**src/rtl/alu_issue_pkg.sv**
```systemverilog
// Shared codes, field positions, FSM state and decode record for the ALU issue controller.
// The optional ALU_ISSUE_BRANCH_EN build adds bne/blt decode in the users of this package.
package alu_issue_pkg;

    localparam int unsigned DATA_W = 32;

    localparam logic [4:0] OP_RTYPE = 5'b00000;
    localparam logic [4:0] OP_BNE   = 5'b00010;
    localparam logic [4:0] OP_ADDI  = 5'b00101;
    localparam logic [4:0] OP_BLT   = 5'b00110;

    localparam logic [4:0] ALU_ADD = 5'b00000;
    localparam logic [4:0] ALU_SUB = 5'b00001;
    localparam logic [4:0] ALU_AND = 5'b00010;
    localparam logic [4:0] ALU_OR  = 5'b00011;
    localparam logic [4:0] ALU_SLL = 5'b00100;
    localparam logic [4:0] ALU_SRA = 5'b00101;

    localparam int OP_MSB    = 31;
    localparam int OP_LSB    = 27;
    localparam int RD_MSB    = 26;
    localparam int RD_LSB    = 22;
    localparam int SHAMT_MSB = 11;
    localparam int SHAMT_LSB = 7;
    localparam int ALUOP_MSB = 6;
    localparam int ALUOP_LSB = 2;
    localparam int IMM_MSB   = 16;

    localparam logic [4:0]        RSTATUS_REG_DEF = 5'd30;
    localparam logic [DATA_W-1:0] EXC_ADD_DEF     = 32'd1;
    localparam logic [DATA_W-1:0] EXC_ADDI_DEF    = 32'd2;
    localparam logic [DATA_W-1:0] EXC_SUB_DEF     = 32'd3;

    typedef enum logic [1:0] {
        ST_IDLE = 2'd0,
        ST_EXEC = 2'd1,
        ST_WB   = 2'd2
    } state_t;

    // exc_code == 0 means overflow is not reported for this instruction.
    typedef struct packed {
        logic [4:0]        opcode;
        logic [4:0]        shamt;
        logic              opb_imm;
        logic [4:0]        rd;
        logic [DATA_W-1:0] exc_code;
        logic              is_branch;
        logic              br_lt;
        logic              illegal;
    } decode_t;

    function automatic logic [DATA_W-1:0] sign_extend_imm(input logic [IMM_MSB:0] imm);
        return {{(DATA_W-IMM_MSB-1){imm[IMM_MSB]}}, imm};
    endfunction

endpackage

```
**src/rtl/alu_issue_if.sv**
```systemverilog
// Instruction-in and writeback-out bundle of the ALU issue controller.
// Handshakes: a transfer happens on a rising edge where valid and ready are both high;
// the sender holds its payload stable while valid is high and ready is low.
interface alu_issue_if;
    logic        in_valid;
    logic        in_ready;
    logic [31:0] in_instr;
    logic [31:0] in_opA;
    logic [31:0] in_opB;
    logic        wb_valid;
    logic        wb_ready;
    logic        wb_we;
    logic [4:0]  wb_rd;
    logic [31:0] wb_data;
    logic        illegal;
`ifdef ALU_ISSUE_BRANCH_EN
    logic        br_valid;
    logic        br_taken;
`endif

    // master: the issue controller; slave: upstream regfile-read and downstream writeback
    modport master (
`ifdef ALU_ISSUE_BRANCH_EN
        output br_valid, output br_taken,
`endif
        input  in_valid, output in_ready, input in_instr, input in_opA, input in_opB,
        output wb_valid, input wb_ready, output wb_we, output wb_rd, output wb_data,
        output illegal
    );

    modport slave (
`ifdef ALU_ISSUE_BRANCH_EN
        input  br_valid, input br_taken,
`endif
        output in_valid, input in_ready, output in_instr, output in_opA, output in_opB,
        input  wb_valid, output wb_ready, input wb_we, input wb_rd, input wb_data,
        input  illegal
    );
endinterface

```
**src/rtl/alu_issue_decode.sv**
```systemverilog
// Combinational instruction decode: opcode/aluop fields to ALU controls and writeback intent.
// bne/blt are decoded only when ALU_ISSUE_BRANCH_EN is defined.
module alu_issue_decode
    import alu_issue_pkg::*;
#(
    parameter logic [DATA_W-1:0] EXC_ADD  = EXC_ADD_DEF,
    parameter logic [DATA_W-1:0] EXC_ADDI = EXC_ADDI_DEF,
    parameter logic [DATA_W-1:0] EXC_SUB  = EXC_SUB_DEF
) (
    input  logic [31:0] instr,
    output decode_t     dec
);

    logic [4:0] op;
    logic [4:0] aluop;
    logic       unused_bits;

    assign op          = instr[OP_MSB:OP_LSB];
    assign aluop       = instr[ALUOP_MSB:ALUOP_LSB];
    assign unused_bits = ^{instr[RD_LSB-1:IMM_MSB+1], instr[1:0]};

    always_comb begin
        dec    = '0;
        dec.rd = instr[RD_MSB:RD_LSB];
        case (op)
            OP_RTYPE: begin
                case (aluop)
                    ALU_ADD: begin
                        dec.opcode   = ALU_ADD;
                        dec.exc_code = EXC_ADD;
                    end
                    ALU_SUB: begin
                        dec.opcode   = ALU_SUB;
                        dec.exc_code = EXC_SUB;
                    end
                    ALU_AND, ALU_OR: dec.opcode = aluop;
                    ALU_SLL, ALU_SRA: begin
                        dec.opcode = aluop;
                        dec.shamt  = instr[SHAMT_MSB:SHAMT_LSB];
                    end
                    default: dec.illegal = 1'b1;
                endcase
            end
            OP_ADDI: begin
                dec.opcode   = ALU_ADD;
                dec.opb_imm  = 1'b1;
                dec.exc_code = EXC_ADDI;
            end
`ifdef ALU_ISSUE_BRANCH_EN
            // Branch operands arrive as ($rd, $rs); the ALU compares them via subtract.
            OP_BNE: begin
                dec.opcode    = ALU_SUB;
                dec.is_branch = 1'b1;
            end
            OP_BLT: begin
                dec.opcode    = ALU_SUB;
                dec.is_branch = 1'b1;
                dec.br_lt     = 1'b1;
            end
`endif
            default: dec.illegal = 1'b1;
        endcase
        if (dec.illegal) begin
            dec.rd = 5'd0;
        end
    end

endmodule

```
**src/rtl/alu_issue_ctrl.sv**
```systemverilog
// ALU issue controller: accepts an instruction, drives registered ALU inputs for one EXEC
// cycle, then holds a writeback request. ALU_ISSUE_BRANCH_EN adds bne/blt resolution.
module alu_issue_ctrl
    import alu_issue_pkg::*;
#(
    parameter logic [4:0]        RSTATUS_REG = RSTATUS_REG_DEF,
    parameter logic [DATA_W-1:0] EXC_ADD     = EXC_ADD_DEF,
    parameter logic [DATA_W-1:0] EXC_ADDI    = EXC_ADDI_DEF,
    parameter logic [DATA_W-1:0] EXC_SUB     = EXC_SUB_DEF
) (
    input  logic        clock,
    input  logic        reset,
    alu_issue_if.master bus,
    output logic [31:0] alu_opA,
    output logic [31:0] alu_opB,
    output logic [4:0]  alu_opcode,
    output logic [4:0]  alu_shamt,
    input  logic [31:0] alu_result,
    input  logic        alu_ne,
    input  logic        alu_lt,
    input  logic        alu_ovf,
    output state_t      fsm_state
);

    state_t  state, state_next;
    decode_t dec;
    logic    ready;
    logic    accept;

    // Per-instruction decode results carried from accept into EXEC.
    logic [4:0]        rd_q;
    logic [DATA_W-1:0] exc_q;
    logic              illegal_q, branch_q, br_lt_q;

    // Writeback payload, written only at the end of EXEC so it stays stable through WB.
    logic              wb_we_q, illegal_wb_q, branch_wb_q;
    logic [4:0]        wb_rd_q;
    logic [DATA_W-1:0] wb_data_q;
    logic              nxt_we, nxt_taken;
    logic [4:0]        nxt_rd;
    logic [DATA_W-1:0] nxt_data;

    alu_issue_decode #(
        .EXC_ADD (EXC_ADD),
        .EXC_ADDI(EXC_ADDI),
        .EXC_SUB (EXC_SUB)
    ) u_decode (
        .instr(bus.in_instr),
        .dec  (dec)
    );

    always_comb begin
        state_next = state;
        ready      = 1'b0;
        case (state)
            ST_IDLE: begin
                ready = 1'b1;
                if (bus.in_valid) state_next = ST_EXEC;
            end
            ST_EXEC: state_next = ST_WB;
            ST_WB: begin
                if (bus.wb_ready) begin
                    ready      = 1'b1;
                    state_next = bus.in_valid ? ST_EXEC : ST_IDLE;
                end
            end
            default: state_next = ST_IDLE;
        endcase
    end

    assign accept    = bus.in_valid & ready;
    assign fsm_state = state;

    always_ff @(posedge clock or posedge reset) begin
        if (reset) state <= ST_IDLE;
        else       state <= state_next;
    end

    always_ff @(posedge clock or posedge reset) begin
        if (reset) begin
            alu_opA    <= '0;
            alu_opB    <= '0;
            alu_opcode <= '0;
            alu_shamt  <= '0;
            rd_q       <= '0;
            exc_q      <= '0;
            illegal_q  <= 1'b0;
            branch_q   <= 1'b0;
            br_lt_q    <= 1'b0;
        end else if (accept) begin
            alu_opA    <= bus.in_opA;
            alu_opB    <= dec.opb_imm ? sign_extend_imm(bus.in_instr[IMM_MSB:0]) : bus.in_opB;
            alu_opcode <= dec.opcode;
            alu_shamt  <= dec.shamt;
            rd_q       <= dec.rd;
            exc_q      <= dec.exc_code;
            illegal_q  <= dec.illegal;
            branch_q   <= dec.is_branch;
            br_lt_q    <= dec.br_lt;
        end
    end

    // Overflow redirects the write to the status register and drops the normal result.
    always_comb begin
        nxt_we    = 1'b0;
        nxt_rd    = '0;
        nxt_data  = '0;
        nxt_taken = branch_q & (br_lt_q ? alu_lt : alu_ne);
        if (!illegal_q && !branch_q) begin
            if ((exc_q != '0) && alu_ovf) begin
                nxt_we   = 1'b1;
                nxt_rd   = RSTATUS_REG;
                nxt_data = exc_q;
            end else begin
                nxt_we   = (rd_q != 5'd0);
                nxt_rd   = rd_q;
                nxt_data = alu_result;
            end
        end
    end

    always_ff @(posedge clock or posedge reset) begin
        if (reset) begin
            wb_we_q      <= 1'b0;
            wb_rd_q      <= '0;
            wb_data_q    <= '0;
            illegal_wb_q <= 1'b0;
            branch_wb_q  <= 1'b0;
        end else if (state == ST_EXEC) begin
            wb_we_q      <= nxt_we;
            wb_rd_q      <= nxt_rd;
            wb_data_q    <= nxt_data;
            illegal_wb_q <= illegal_q;
            branch_wb_q  <= branch_q;
        end
    end

    assign bus.in_ready = ready;
    assign bus.wb_valid = (state == ST_WB);
    assign bus.wb_we    = wb_we_q;
    assign bus.wb_rd    = wb_rd_q;
    assign bus.wb_data  = wb_data_q;
    assign bus.illegal  = bus.wb_valid & illegal_wb_q;

`ifdef ALU_ISSUE_BRANCH_EN
    logic br_taken_q;

    always_ff @(posedge clock or posedge reset) begin
        if (reset)                 br_taken_q <= 1'b0;
        else if (state == ST_EXEC) br_taken_q <= nxt_taken;
    end

    assign bus.br_valid = bus.wb_valid & branch_wb_q;
    assign bus.br_taken = bus.wb_valid & br_taken_q;
`else
    logic unused_branch;
    assign unused_branch = nxt_taken ^ branch_wb_q;
`endif

endmodule

```
**src/flat_wrapper.sv**
```systemverilog
// flat-port wrapper written by rule: the top's interface ports become plain ports
module alu_issue_ctrl_flat import alu_issue_pkg::*;
#(
    parameter logic [4:0]        RSTATUS_REG = RSTATUS_REG_DEF,
    parameter logic [DATA_W-1:0] EXC_ADD     = EXC_ADD_DEF,
    parameter logic [DATA_W-1:0] EXC_ADDI    = EXC_ADDI_DEF,
    parameter logic [DATA_W-1:0] EXC_SUB     = EXC_SUB_DEF
)
  (clock, reset, alu_opA, alu_opB, alu_opcode, alu_shamt, alu_result, alu_ne, alu_lt, alu_ovf, fsm_state, bus_in_valid, bus_in_ready, bus_in_instr, bus_in_opA, bus_in_opB, bus_wb_valid, bus_wb_ready, bus_wb_we, bus_wb_rd, bus_wb_data, bus_illegal);
  alu_issue_if bus_i ();
  input  logic clock;
  input  logic reset;
  output logic [31:0] alu_opA;
  output logic [31:0] alu_opB;
  output logic [4:0] alu_opcode;
  output logic [4:0] alu_shamt;
  input  logic [31:0] alu_result;
  input  logic alu_ne;
  input  logic alu_lt;
  input  logic alu_ovf;
  output state_t fsm_state;
  input wire logic [$bits(bus_i.in_valid)-1:0] bus_in_valid;
  output wire logic [$bits(bus_i.in_ready)-1:0] bus_in_ready;
  input wire logic [$bits(bus_i.in_instr)-1:0] bus_in_instr;
  input wire logic [$bits(bus_i.in_opA)-1:0] bus_in_opA;
  input wire logic [$bits(bus_i.in_opB)-1:0] bus_in_opB;
  output wire logic [$bits(bus_i.wb_valid)-1:0] bus_wb_valid;
  input wire logic [$bits(bus_i.wb_ready)-1:0] bus_wb_ready;
  output wire logic [$bits(bus_i.wb_we)-1:0] bus_wb_we;
  output wire logic [$bits(bus_i.wb_rd)-1:0] bus_wb_rd;
  output wire logic [$bits(bus_i.wb_data)-1:0] bus_wb_data;
  output wire logic [$bits(bus_i.illegal)-1:0] bus_illegal;
  assign bus_i.in_valid = bus_in_valid;
  assign bus_in_ready = bus_i.in_ready;
  assign bus_i.in_instr = bus_in_instr;
  assign bus_i.in_opA = bus_in_opA;
  assign bus_i.in_opB = bus_in_opB;
  assign bus_wb_valid = bus_i.wb_valid;
  assign bus_i.wb_ready = bus_wb_ready;
  assign bus_wb_we = bus_i.wb_we;
  assign bus_wb_rd = bus_i.wb_rd;
  assign bus_wb_data = bus_i.wb_data;
  assign bus_illegal = bus_i.illegal;
  alu_issue_ctrl #(.RSTATUS_REG(RSTATUS_REG), .EXC_ADD(EXC_ADD), .EXC_ADDI(EXC_ADDI), .EXC_SUB(EXC_SUB)) u_core (.clock(clock), .reset(reset), .bus(bus_i), .alu_opA(alu_opA), .alu_opB(alu_opB), .alu_opcode(alu_opcode), .alu_shamt(alu_shamt), .alu_result(alu_result), .alu_ne(alu_ne), .alu_lt(alu_lt), .alu_ovf(alu_ovf), .fsm_state(fsm_state));
endmodule
```
**config.mk**
```make
export PLATFORM = sky130hd
export DESIGN_NAME = alu_issue_ctrl_flat
export DESIGN_NICKNAME = d
export VERILOG_FILES = /design/src/rtl/alu_issue_pkg.sv /design/src/rtl/alu_issue_if.sv /design/src/rtl/alu_issue_decode.sv /design/src/rtl/alu_issue_ctrl.sv /design/src/flat_wrapper.sv
export SDC_FILE = /design/constraint.sdc
export NUM_CORES = 1
export LEC_CHECK = 0
export BUFFER_PORTS_ARGS = -buffer_cell sky130_fd_sc_hd__buf_2
export CAP_MARGIN = 20
export CORE_MARGIN = 10
export CORE_UTILIZATION = 41
export DETAILED_ROUTE_END_ITERATION = 8
export PLACE_DENSITY = 0.82
export SLEW_MARGIN = 20
export SYNTH_ARGS = -nofsm -noshare
export SYNTH_HDL_FRONTEND = slang
export SYNTH_SLANG_ARGS = --single-unit
```
**constraint.sdc**
```tcl
create_clock -name clock -period 3.55 [get_ports clock]
set_input_delay 0.1775 -clock clock [delete_from_list [all_inputs] [get_ports clock]]
set_output_delay 0.1775 -clock clock [all_outputs]
set_load 0.01 [all_outputs]
```
==> results of run 1 <==
[cells in the mapped netlist (all sizes together)]
cell type | instances | area, µm²
o2bb2ai | 1 | 8.760
nand2b | 4 | 25.02
clkbuf | 29 | 108.9
dfrtp | 123 | 3078
nor3 | 4 | 36.29
nand2 | 14 | 52.55
o21ai | 53 | 265.3
a31o | 6 | 52.55
buf | 11 | 55.05
and2 | 3 | 18.77
mux2 | 32 | 360.3
a31oi | 32 | 200.2
a21oi | 33 | 165.2
nand3 | 8 | 40.04
o221ai | 1 | 15.01
nand4 | 17 | 106.4
nor2b | 3 | 18.77
a32oi | 5 | 43.79
nor2 | 2 | 7.510
or3 | 2 | 12.51
and3 | 1 | 6.260
inv | 4 | 15.01
a21boi | 7 | 52.55
o41ai | 1 | 8.760
or4 | 3 | 26.27
a22o | 32 | 280.3
o21a | 1 | 7.510
nor4 | 1 | 6.260
[metal layers]
metal	track usage	up-vias	wire length, µm
met3	0.07660	22	1663
met4	0.06625	2	245
met2	0.3635	281	9386
met5	0	-	7
met1	0.2445	2452	7152
li1	-	2230	-
[final cells by class]
| class | count | area, µm² |
|---|---|---|
| clock buffer | 19 | 442.9 |
| clock inverter | 12 | 147.6 |
| antenna | 3 | 7.507 |
| tap | 168 | 210.2 |
| timing repair buffer | 319 | 1949 |
| fill | 936 | 4375 |
| sequential | 123 | 3078 |
| inverter | 4 | 18.77 |
| multi-input combinational | 266 | 1832 |
[power breakdown]
part           switching [mW]  internal [mW]  leakage, nW
combinational           0.700          0.584         1.88
sequential              0.200           1.74         1.51
clock                   0.623           1.11        0.289
total                    1.52           3.44         3.67
[kinds of logic after synthesis]
group,after synthesis
buffers and inverters,44
flip-flops,123
multiplexers,32
AND/OR/NAND/NOR,62
AO/OA/AOI/OAI,172
[registers in the layout, summed over array words and instances, names as in the netlist]
register	cells
u_core.bus.wb_data	32
u_core.illegal_wb_q	1
u_core.exc_q	2
u_core.bus.wb_rd	5
u_core.alu_opcode	5
u_core.alu_opB	32
u_core.alu_opA	32
u_core.fsm_state	2
u_core.bus.wb_we	1
u_core.illegal_q	1
u_core.alu_shamt	5
u_core.rd_q	5
[stage by stage]
stage	worst slack (ns)	hold WS, ns	total power [mW]	instances
after floorplan	0.1016	0.2733	2.568	433
after global placement	1.390	0.2119	3.109	814
after detailed placement	1.277	0.2192	3.165	814
final	1.152	0.01814	4.964	914
after global routing	1.016	0.005595	5.205	914
after CTS	1.269	0.002087	4.968	911
[cells in the final DEF, fill, tap and decap left out, drive strengths merged, types with 2 or more instances in the layout]
cell type | Yosys | final
clkinv | 0 | 7
dlygate4sd3 | 0 | 66
a32oi | 5 | 5
a21boi | 7 | 7
a31o | 6 | 6
or3 | 2 | 2
clkinvlp | 0 | 2
bufinv | 0 | 3
a31oi | 32 | 32
dfrtp | 123 | 123
mux2 | 32 | 32
nand2b | 4 | 4
a21oi | 33 | 33
nor2 | 2 | 2
nand2 | 14 | 14
nor3 | 4 | 4
nand3 | 8 | 8
clkbuf | 29 | 19
inv | 4 | 4
and2 | 3 | 3
nor2b | 3 | 3
or4 | 3 | 3
nand4 | 17 | 17
o21ai | 53 | 53
diode | 0 | 3
a22o | 32 | 32
buf | 11 | 253
[worst paths after layout]
| path | startpoint | to | slack (ns) | depth (start not counted) |
|---|---|---|---|---|
| worst max register to register | u_core.fsm_state[0] | u_core.alu_opA[16] | 1.15 | 4 |
| max in group asynchronous | reset | u_core.bus.wb_data[21] | 2.26 | 4 |
| worst min-delay path | alu_result[10] | u_core.bus.wb_data[10] | 0.02 | 2 |
| min in group asynchronous | reset | u_core.alu_opA[15] | 0.35 | 3 |
| worst min register to register | u_core.bus.wb_data[1] | u_core.bus.wb_data[1] | 0.47 | 2 |
| worst max-delay path | u_core.fsm_state[0] | u_core.alu_opA[16] | 1.15 | 4 |
[timing repair]
action,in CTS,in global routing
buffers inserted,0,0
gates resized for setup,0,0
hold buffers,66,0
hold endpoints to repair,100,0
==> results.json, run 1 <==
{
  "synth_adder_area_share": 0,
  "fp-row-count": 40,
  "slew_headroom": 0.3652,
  "final_area_um2": 7686,
  "ir_drop_mv": 0.2682,
  "grtUsageTotal": 0.2135,
  "clock_sink_count": 123,
  "place_congestion": 0.7765,
  "dieArea_um2": 17220,
  "synth_seq_cells": 123,
  "skew_ns": 0.009797,
  "drcViolationCount": 0,
  "path_clk_slew_ns": 0.06,
  "initial_core_util": 0.4206,
  "drtIter0Drc": 359,
  "synth-simple-area-share": 0.07028,
  "antenna_left": 0,
  "die_x_um": 131.2,
  "rsz0062_at_grt": "no",
  "pin_count": 252,
  "syn-cell-area_um2": 5074,
  "slowest_stage": "clkinv_2",
  "hold_violations": 0,
  "synth_mux_area_frac": 0.07102,
  "grt_pass1_wl_um": 29630,
  "overflow": 0,
  "max_stage_delay_ns": 0.77,
  "cp_data_required_time_ns": 3.83,
  "antenna_found_initial": 4,
  "path_cells": "nor2b_4 -> nand2_1 -> clkinv_2 -> mux2_1",
  "postSynthNetCount": 568,
  "drv_cap": 0,
  "cts_tree": "done",
  "fmax_ghz": 0.4170,
  "power_density_nw_per_um2": 645.9,
  "critPathLaunchType": "flip-flop",
  "setup.worst_path.end_class": "flip-flop",
  "wl_um": 18460,
  "yosysWarnings": 0,
  "p_leak_nw": 3.674,
  "die_h_um": 131.2,
  "portBuffers": 244,
  "hold_class": "input pin to flip-flop",
  "clk_path_buf_depth": 2,
  "viasPerCell": 5.456,
  "status": "completed",
  "synthCells": 433,
  "area_growth_pct": 51.49,
  "criticalPathCategory": "flip-flop to flip-flop",
  "tightest_slew_ns": 0.9521,
  "clk_latency_ns": 0.42,
  "final_util": 0.6372,
  "dp_hpwl_um": 12020,
  "num_vias": 4987,
  "crit_arrival_ns": 2.67,
  "yosysSeqAreaShare": 0.6067,
  "synth-compound-area-share": 0.2168,
  "first_pass_iters": 4,
  "period_needed_ns": 2.398,
  "numCtsBuffers": 17,
  "nNetsFinal": 866,
  "crit_buf_inv": 1,
  "synth_cell_types": 34,
  "syn_avg_cell_area_um2": 11.72,
  "routedWlPerCell_um": 20.19,
  "finalSetupViolCount": 0,
  "root_buffer": "clkbuf_16",
  "critPathTopFamily": "buffers and inverters",
  "core_um2": 12060,
  "slew_violations": 0,
  "grt_max_degree": 55,
  "cts-htree-levels": 4,
  "layout-drive-gt1-share": 0.4347,
  "place_area_um2": 6426,
  "synth_top_family_by_area": "compound AO/OA/AOI/OAI gates",
  "tns_ns": 0,
  "synth_xor_area_frac": 0,
  "timing.final.crit_share": 0.6754,
  "cp_max_fo": 54,
  "grt_pass1_vias": 5261
}
Note: power is estimated with default switching activity, not from simulation.
==> run 2: changes to the inputs <==
--- a/config.mk
+++ b/config.mk
@@ -8,9 +8,9 @@
 export BUFFER_PORTS_ARGS = -buffer_cell sky130_fd_sc_hd__buf_2
 export CAP_MARGIN = 20
 export CORE_MARGIN = 10
-export CORE_UTILIZATION = 41
+export CORE_UTILIZATION = 46
 export DETAILED_ROUTE_END_ITERATION = 8
-export PLACE_DENSITY = 0.82
+export PLACE_DENSITY = 0.86
 export SLEW_MARGIN = 20
 export SYNTH_ARGS = -nofsm -noshare
 export SYNTH_HDL_FRONTEND = slang
==> constraint.sdc (replaced) <==
create_clock -name clock -period 2.35 [get_ports clock]
set_input_delay 0.1175 -clock clock [delete_from_list [all_inputs] [get_ports clock]]
set_output_delay 0.1175 -clock clock [all_outputs]
set_load 0.01 [all_outputs]
==> results.json, run 2 (synthesis results as in run 1) <==
{
  "fp-row-count": 38,
  "cts_tree": "done",
  "drtIter0Drc": 577,
  "period_needed_ns": 2.150,
  "place_ws_ns": 0.6088,
  "cp_max_fo": 25,
  "drcViolationCount": 0,
  "clk_latency_ns": 0.53,
  "diodes": 0,
  "grt_max_degree": 74,
  "slew_violations": 0,
  "post-cts-setup-buffers": 0,
  "initial_core_util": 0.4680,
  "status": "completed",
  "area_growth_pct": 63.82,
  "die_h_um": 125.0,
  "overflow": 0,
  "seq_power_share": 0.381,
  "p_switching_mw": 2.387,
  "p_comb_frac": 0.275,
  "grt_pass1_wl_um": 33890,
  "path_cells": "nor2b_4 -> nand2_1 -> inv_2 -> buf_4 -> a31oi_1 -> dlygate4sd3_1",
  "layout_commonest_cell": "buf_2",
  "antenna_found_initial": 0,
  "nNetsFinal": 929,
  "clock_sink_count": 123,
  "tightest_slew_ns": 0.8954,
  "timing.final.crit_share": 0.9149,
  "skew_ns": 0.009141,
  "viasPerCell": 5.725,
  "criticalPathCategory": "flip-flop to flip-flop",
  "fmax_ghz": 0.4651,
  "p_leak_nw": 3.951,
  "worst_slack_ns": 0.2000,
  "clk_path_buf_depth": 2,
  "drv_cap": 0,
  "dp_hpwl_um": 12680,
  "first_pass_iters": 7,
  "pin_count": 252,
  "hold_violations": 0,
  "setup.worst_path.end_class": "flip-flop",
  "root_buffer": "clkbuf_8",
  "grtUsageTotal": 0.2699,
  "routedWlPerCell_um": 22.50,
  "crit_arrival_ns": 2.57,
  "path_clk_slew_ns": 0.06,
  "dieArea_um2": 15630,
  "place_congestion": 0.9196,
  "cp_data_required_time_ns": 2.77,
  "grt_pass1_vias": 5816,
  "layout-drive-gt1-share": 0.4045,
  "num_vias": 5416,
  "ir_drop_mv": 0.6932,
  "cts-htree-levels": 4,
  "wl_um": 21290,
  "multi_input_area_um2": 1832,
  "power_density_nw_per_um2": 937.5,
  "critPathLaunchType": "flip-flop",
  "max_stage_delay_ns": 0.58,
  "p_int_mw": 5.405,
  "rsz0062_at_grt": "no",
  "slowest_stage": "dlygate4sd3_1",
  "final-seq-area_um2": 3078,
  "finalSetupViolCount": 0,
  "core_um2": 10840,
  "hold_class": "input pin to flip-flop",
  "p_total_mw": 7.793,
  "layout_common_cells": "244 x buf_2, 126 x dlygate4sd3_1, 123 x dfrtp_1",
  "antenna_left": 0,
  "fillers": 633,
  "numCtsBuffers": 17,
  "portBuffers": 244,
  "tns_ns": 0,
  "die_x_um": 125.0,
  "switching_share": 0.3064,
  "clkPwrFrac": 0.344,
  "slew_headroom": 0.4016
}
[run 2: changes by cell type in the layout (fill, tap and decap cells not counted)]
| cell | delta |
|---|---|
| buf_12 | +2 |
| buf_4 | +1 |
| clkbuf_16 | -1 |
| clkbuf_8 | +6 |
| clkinv_2 | -2 |
| clkinv_4 | -1 |
| clkinvlp_4 | -1 |
| diode_2 | -3 |
| dlygate4sd3_1 | +60 |
| inv_2 | +1 |
| inv_4 | -1 |
| inv_6 | -1 |
[run 2: path summary, 6_finish.rpt]
check | startpoint | to | slack (ns) | depth (start not counted)
setup / recovery | u_core.fsm_state[0] | u_core.alu_opB[15] | 0.20 | 6
setup reg to reg | u_core.fsm_state[0] | u_core.alu_opB[15] | 0.20 | 6
hold reg to reg | u_core.alu_opA[15] | u_core.alu_opA[15] | 0.50 | 1
hold / removal | alu_ovf | u_core.bus.wb_data[0] | 0.04 | 4
min in group asynchronous | reset | u_core.alu_opcode[4] | 0.30 | 4
max in group asynchronous | reset | u_core.alu_opA[6] | 1.52 | 4
[run 2: timing repair]
action                    CTS  global route
hold endpoints to repair  233             0
hold buffers              126             0
gates resized for setup     0             0
[run 2: per-layer routing]
layer	track usage	wire (µm)
met1	0.2948	7502
met2	0.4671	11070
met3	0.09337	2023
met4	0.1152	692
met5	0	0
[run 2: layout make-up]
type                            count  share of cell area
Sequential cell                   123              0.3703
Tap cell                          140             0.02107
Inverter                            4            0.002258
Multi-Input combinational cell    266              0.2204
Timing Repair Buffer              382              0.3125
Clock inverter                      7             0.01325
Clock buffer                       24             0.06021
[run 2: power groups by stage]
stage | Sequential (mW) | Clock, mW | Combinational (mW)
after global placement | 2.91 | 0 | 1.81
after detailed placement | 2.95 | 0 | 1.87
after floorplan | 3.16 | 0 | 0.720
after CTS | 2.93 | 2.69 | 2.09
final | 2.97 | 2.68 | 2.14
after global routing | 3.01 | 2.83 | 2.30
[run 2: through the flow]
stage | util | cell area, µm² | std cells | hold WS (ns)
2_1_floorplan | - | 5077 | 433 | 0.2133
3_3_place_gp | 0.5941 | 6440 | 789 | 0.2505
3_5_place_dp | 0.5941 | 6440 | 789 | 0.2714
4_1_cts | 0.7667 | 8312 | 946 | 0.01290
5_1_grt | 0.7667 | 8312 | 946 | 0.05176
6_report | 0.7667 | 8312 | 946 | 0.03559
[run 2: critical path, delay by kind of cell (launching register included)]
family	cells	cell delay, ns
flip-flops	1	0.46
buffers and inverters	3	1.21
AND/OR/NAND/NOR	2	0.23
AO/OA/AOI/OAI	1	0.14
==> run 3: changes to the inputs <==
--- a/config.mk
+++ b/config.mk
@@ -8,9 +8,9 @@
 export BUFFER_PORTS_ARGS = -buffer_cell sky130_fd_sc_hd__buf_2
 export CAP_MARGIN = 20
 export CORE_MARGIN = 10
-export CORE_UTILIZATION = 46
+export CORE_UTILIZATION = 41
 export DETAILED_ROUTE_END_ITERATION = 8
-export PLACE_DENSITY = 0.86
+export PLACE_DENSITY = 0.79
 export SLEW_MARGIN = 20
 export SYNTH_ARGS = -nofsm -noshare
 export SYNTH_HDL_FRONTEND = slang
==> results.json, run 3 (synthesis results as in run 1) <==
{
  "wl_um": 19090,
  "finalSetupViolCount": 0,
  "core_um2": 12060,
  "place_area_um2": 6475,
  "final_util": 0.6825,
  "worstSetupEndpoint": "u_core.alu_opB[0]",
  "nNetsFinal": 912,
  "numCtsBuffers": 17,
  "die_x_um": 131.2,
  "pin_count": 252,
  "first_pass_iters": 5,
  "antenna_found_initial": 2,
  "cts-htree-levels": 4,
  "criticalPathCategory": "flip-flop to flip-flop",
  "skew_ns": 0.004725,
  "root_buffer": "clkbuf_16",
  "reg2reg_depth": 6,
  "drv_cap": 0,
  "worst_slack_ns": 0.1826,
  "grt_max_degree": 124,
  "clk_latency_ns": 0.41,
  "overflow": 0,
  "cp_data_required_time_ns": 2.64,
  "p_comb_frac": 0.259,
  "hold_class": "input pin to flip-flop",
  "clk_path_buf_depth": 2,
  "max_stage_delay_ns": 0.58,
  "period_needed_ns": 2.167,
  "place_ws_ns": 0.5923,
  "drcViolationCount": 0,
  "layout-drive-gt1-share": 0.4139,
  "place_inst": 817,
  "crit_buf_inv": 3,
  "slowest_stage": "dlygate4sd3_1",
  "critPathTopFamily": "buffers and inverters",
  "drtIter0Drc": 400,
  "viasPerCell": 5.300,
  "tightest_slew_ns": 0.6801,
  "slew_violations": 0,
  "clock_sink_count": 123,
  "cp_max_fo": 32,
  "power_density_nw_per_um2": 954.9,
  "slew_headroom": 0.5453,
  "dp_hpwl_um": 12210,
  "fin_cells": 960,
  "num_vias": 5088,
  "portBuffers": 244,
  "clkPwrFrac": 0.367,
  "crit_start": "u_core.fsm_state[0]",
  "critPathLaunchType": "flip-flop",
  "p_int_mw": 5.556,
  "r2r_slack_ns": 0.18,
  "tns_ns": 0,
  "worstReg2RegStart": "u_core.fsm_state[0]",
  "p_leak_nw": 3.903,
  "ir_drop_mv": 0.3849,
  "place_congestion": 0.8371,
  "final_area_um2": 8232,
  "fmax_ghz": 0.4614,
  "timing.final.crit_share": 0.9223,
  "grt_pass1_vias": 5331,
  "crit_arrival_ns": 2.46,
  "grt_pass1_wl_um": 30050,
  "p_switching_mw": 2.305,
  "status": "completed",
  "r2r-end": "u_core.alu_opB[0]",
  "die_h_um": 131.2,
  "hold_violations": 0,
  "seq_power_share": 0.374,
  "final-seq-area_um2": 3078,
  "setup.worst_path.end_class": "flip-flop",
  "rsz0062_at_grt": "no",
  "area_growth_pct": 62.24,
  "dieArea_um2": 17220,
  "cp_num_cells": 6,
  "fillers": 834,
  "routedWlPerCell_um": 19.89,
  "fp-row-count": 40,
  "grtUsageTotal": 0.2169,
  "path_cells": "nor2b_4 -> nand2_1 -> inv_2 -> buf_4 -> a31oi_1 -> dlygate4sd3_1",
  "antenna_left": 0,
  "initial_core_util": 0.4206,
  "switching_share": 0.2932,
  "multi_input_area_um2": 1832,
  "cts_tree": "done",
  "post-cts-setup-buffers": 0,
  "layout_commonest_cell": "buf_2",
  "layout_common_cells": "244 x buf_2, 123 x dfrtp_1, 109 x dlygate4sd3_1",
  "path_clk_slew_ns": 0.05
}
==> run 3: metrics by stage <==
stage	total power [mW]	hold WS, ns
CTS	7.878	0.002451
global route	8.237	0.008584
finish	7.860	0.02384
global placement	4.714	0.3345
detailed placement	4.794	0.3396
floorplan	3.880	0.2133
==> run 3: area by class of cell <==
class,count,share of cell area
Clock inverter,11,0.02310
Tap cell,168,0.02554
Antenna cell,2,0.0006080
Inverter,4,0.002280
Timing Repair Buffer,365,0.2949
Sequential cell,123,0.3739
Clock buffer,21,0.05715
Multi-Input combinational cell,266,0.2225
==> run 3: how the worst min path moves through the flow <==
| stage | startpoint | endpoint | slack, ns | depth (start not counted) |
|---|---|---|---|---|
| floorplan | bus_in_instr[4] | u_core.alu_opcode[1] | 0.21 | 1 |
| global placement | bus_in_opA[15] | u_core.alu_opA[15] | 0.33 | 2 |
| global route | bus_in_opB[8] | u_core.alu_opB[8] | 0.009 | 3 |
| detailed placement | alu_result[16] | u_core.bus.wb_data[16] | 0.34 | 2 |
| finish | bus_in_opB[2] | u_core.alu_opB[2] | 0.02 | 3 |
| CTS | bus_in_opB[31] | u_core.alu_opB[31] | 0.002 | 3 |
==> run 3: metal layers <==
metal | part of all wire | wire [µm] | vias up | track usage
li1 | - | - | 2327 | -
met1 | 0.40 | 7561 | 2454 | 0.2505
met2 | 0.50 | 9536 | 278 | 0.3658
met3 | 0.083 | 1589 | 29 | 0.07584
met4 | 0.021 | 404 | 0 | 0.07375
met5 | 0 | 0 | - | 0
==> run 3: what timing repair did <==
item                                   CTS  global route
gates resized for setup                  0             0
hold buffers                           108             1
endpoints found under the hold margin  225             1
setup endpoints to repair                0             0
==> run 3: power by group through the flow <==
stage | clock network [mW] | logic [mW] | registers (mW)
4_1_cts | 2.94 | 2.02 | 2.92
6_report | 2.88 | 2.04 | 2.94
3_5_place_dp | 0 | 1.85 | 2.94
5_1_grt | 3.04 | 2.20 | 2.99
3_3_place_gp | 0 | 1.80 | 2.91
2_1_floorplan | 0 | 0.720 | 3.16
==> run 3: worst register-to-register path, stage by stage (launching register included) <==
cell and delay, ns:
dfrtp_1 0.46, nor2b_4 0.14, nand2_1 0.22, inv_2 0.16, buf_4 0.33, a31oi_1 0.16, dlygate4sd3_1 0.58
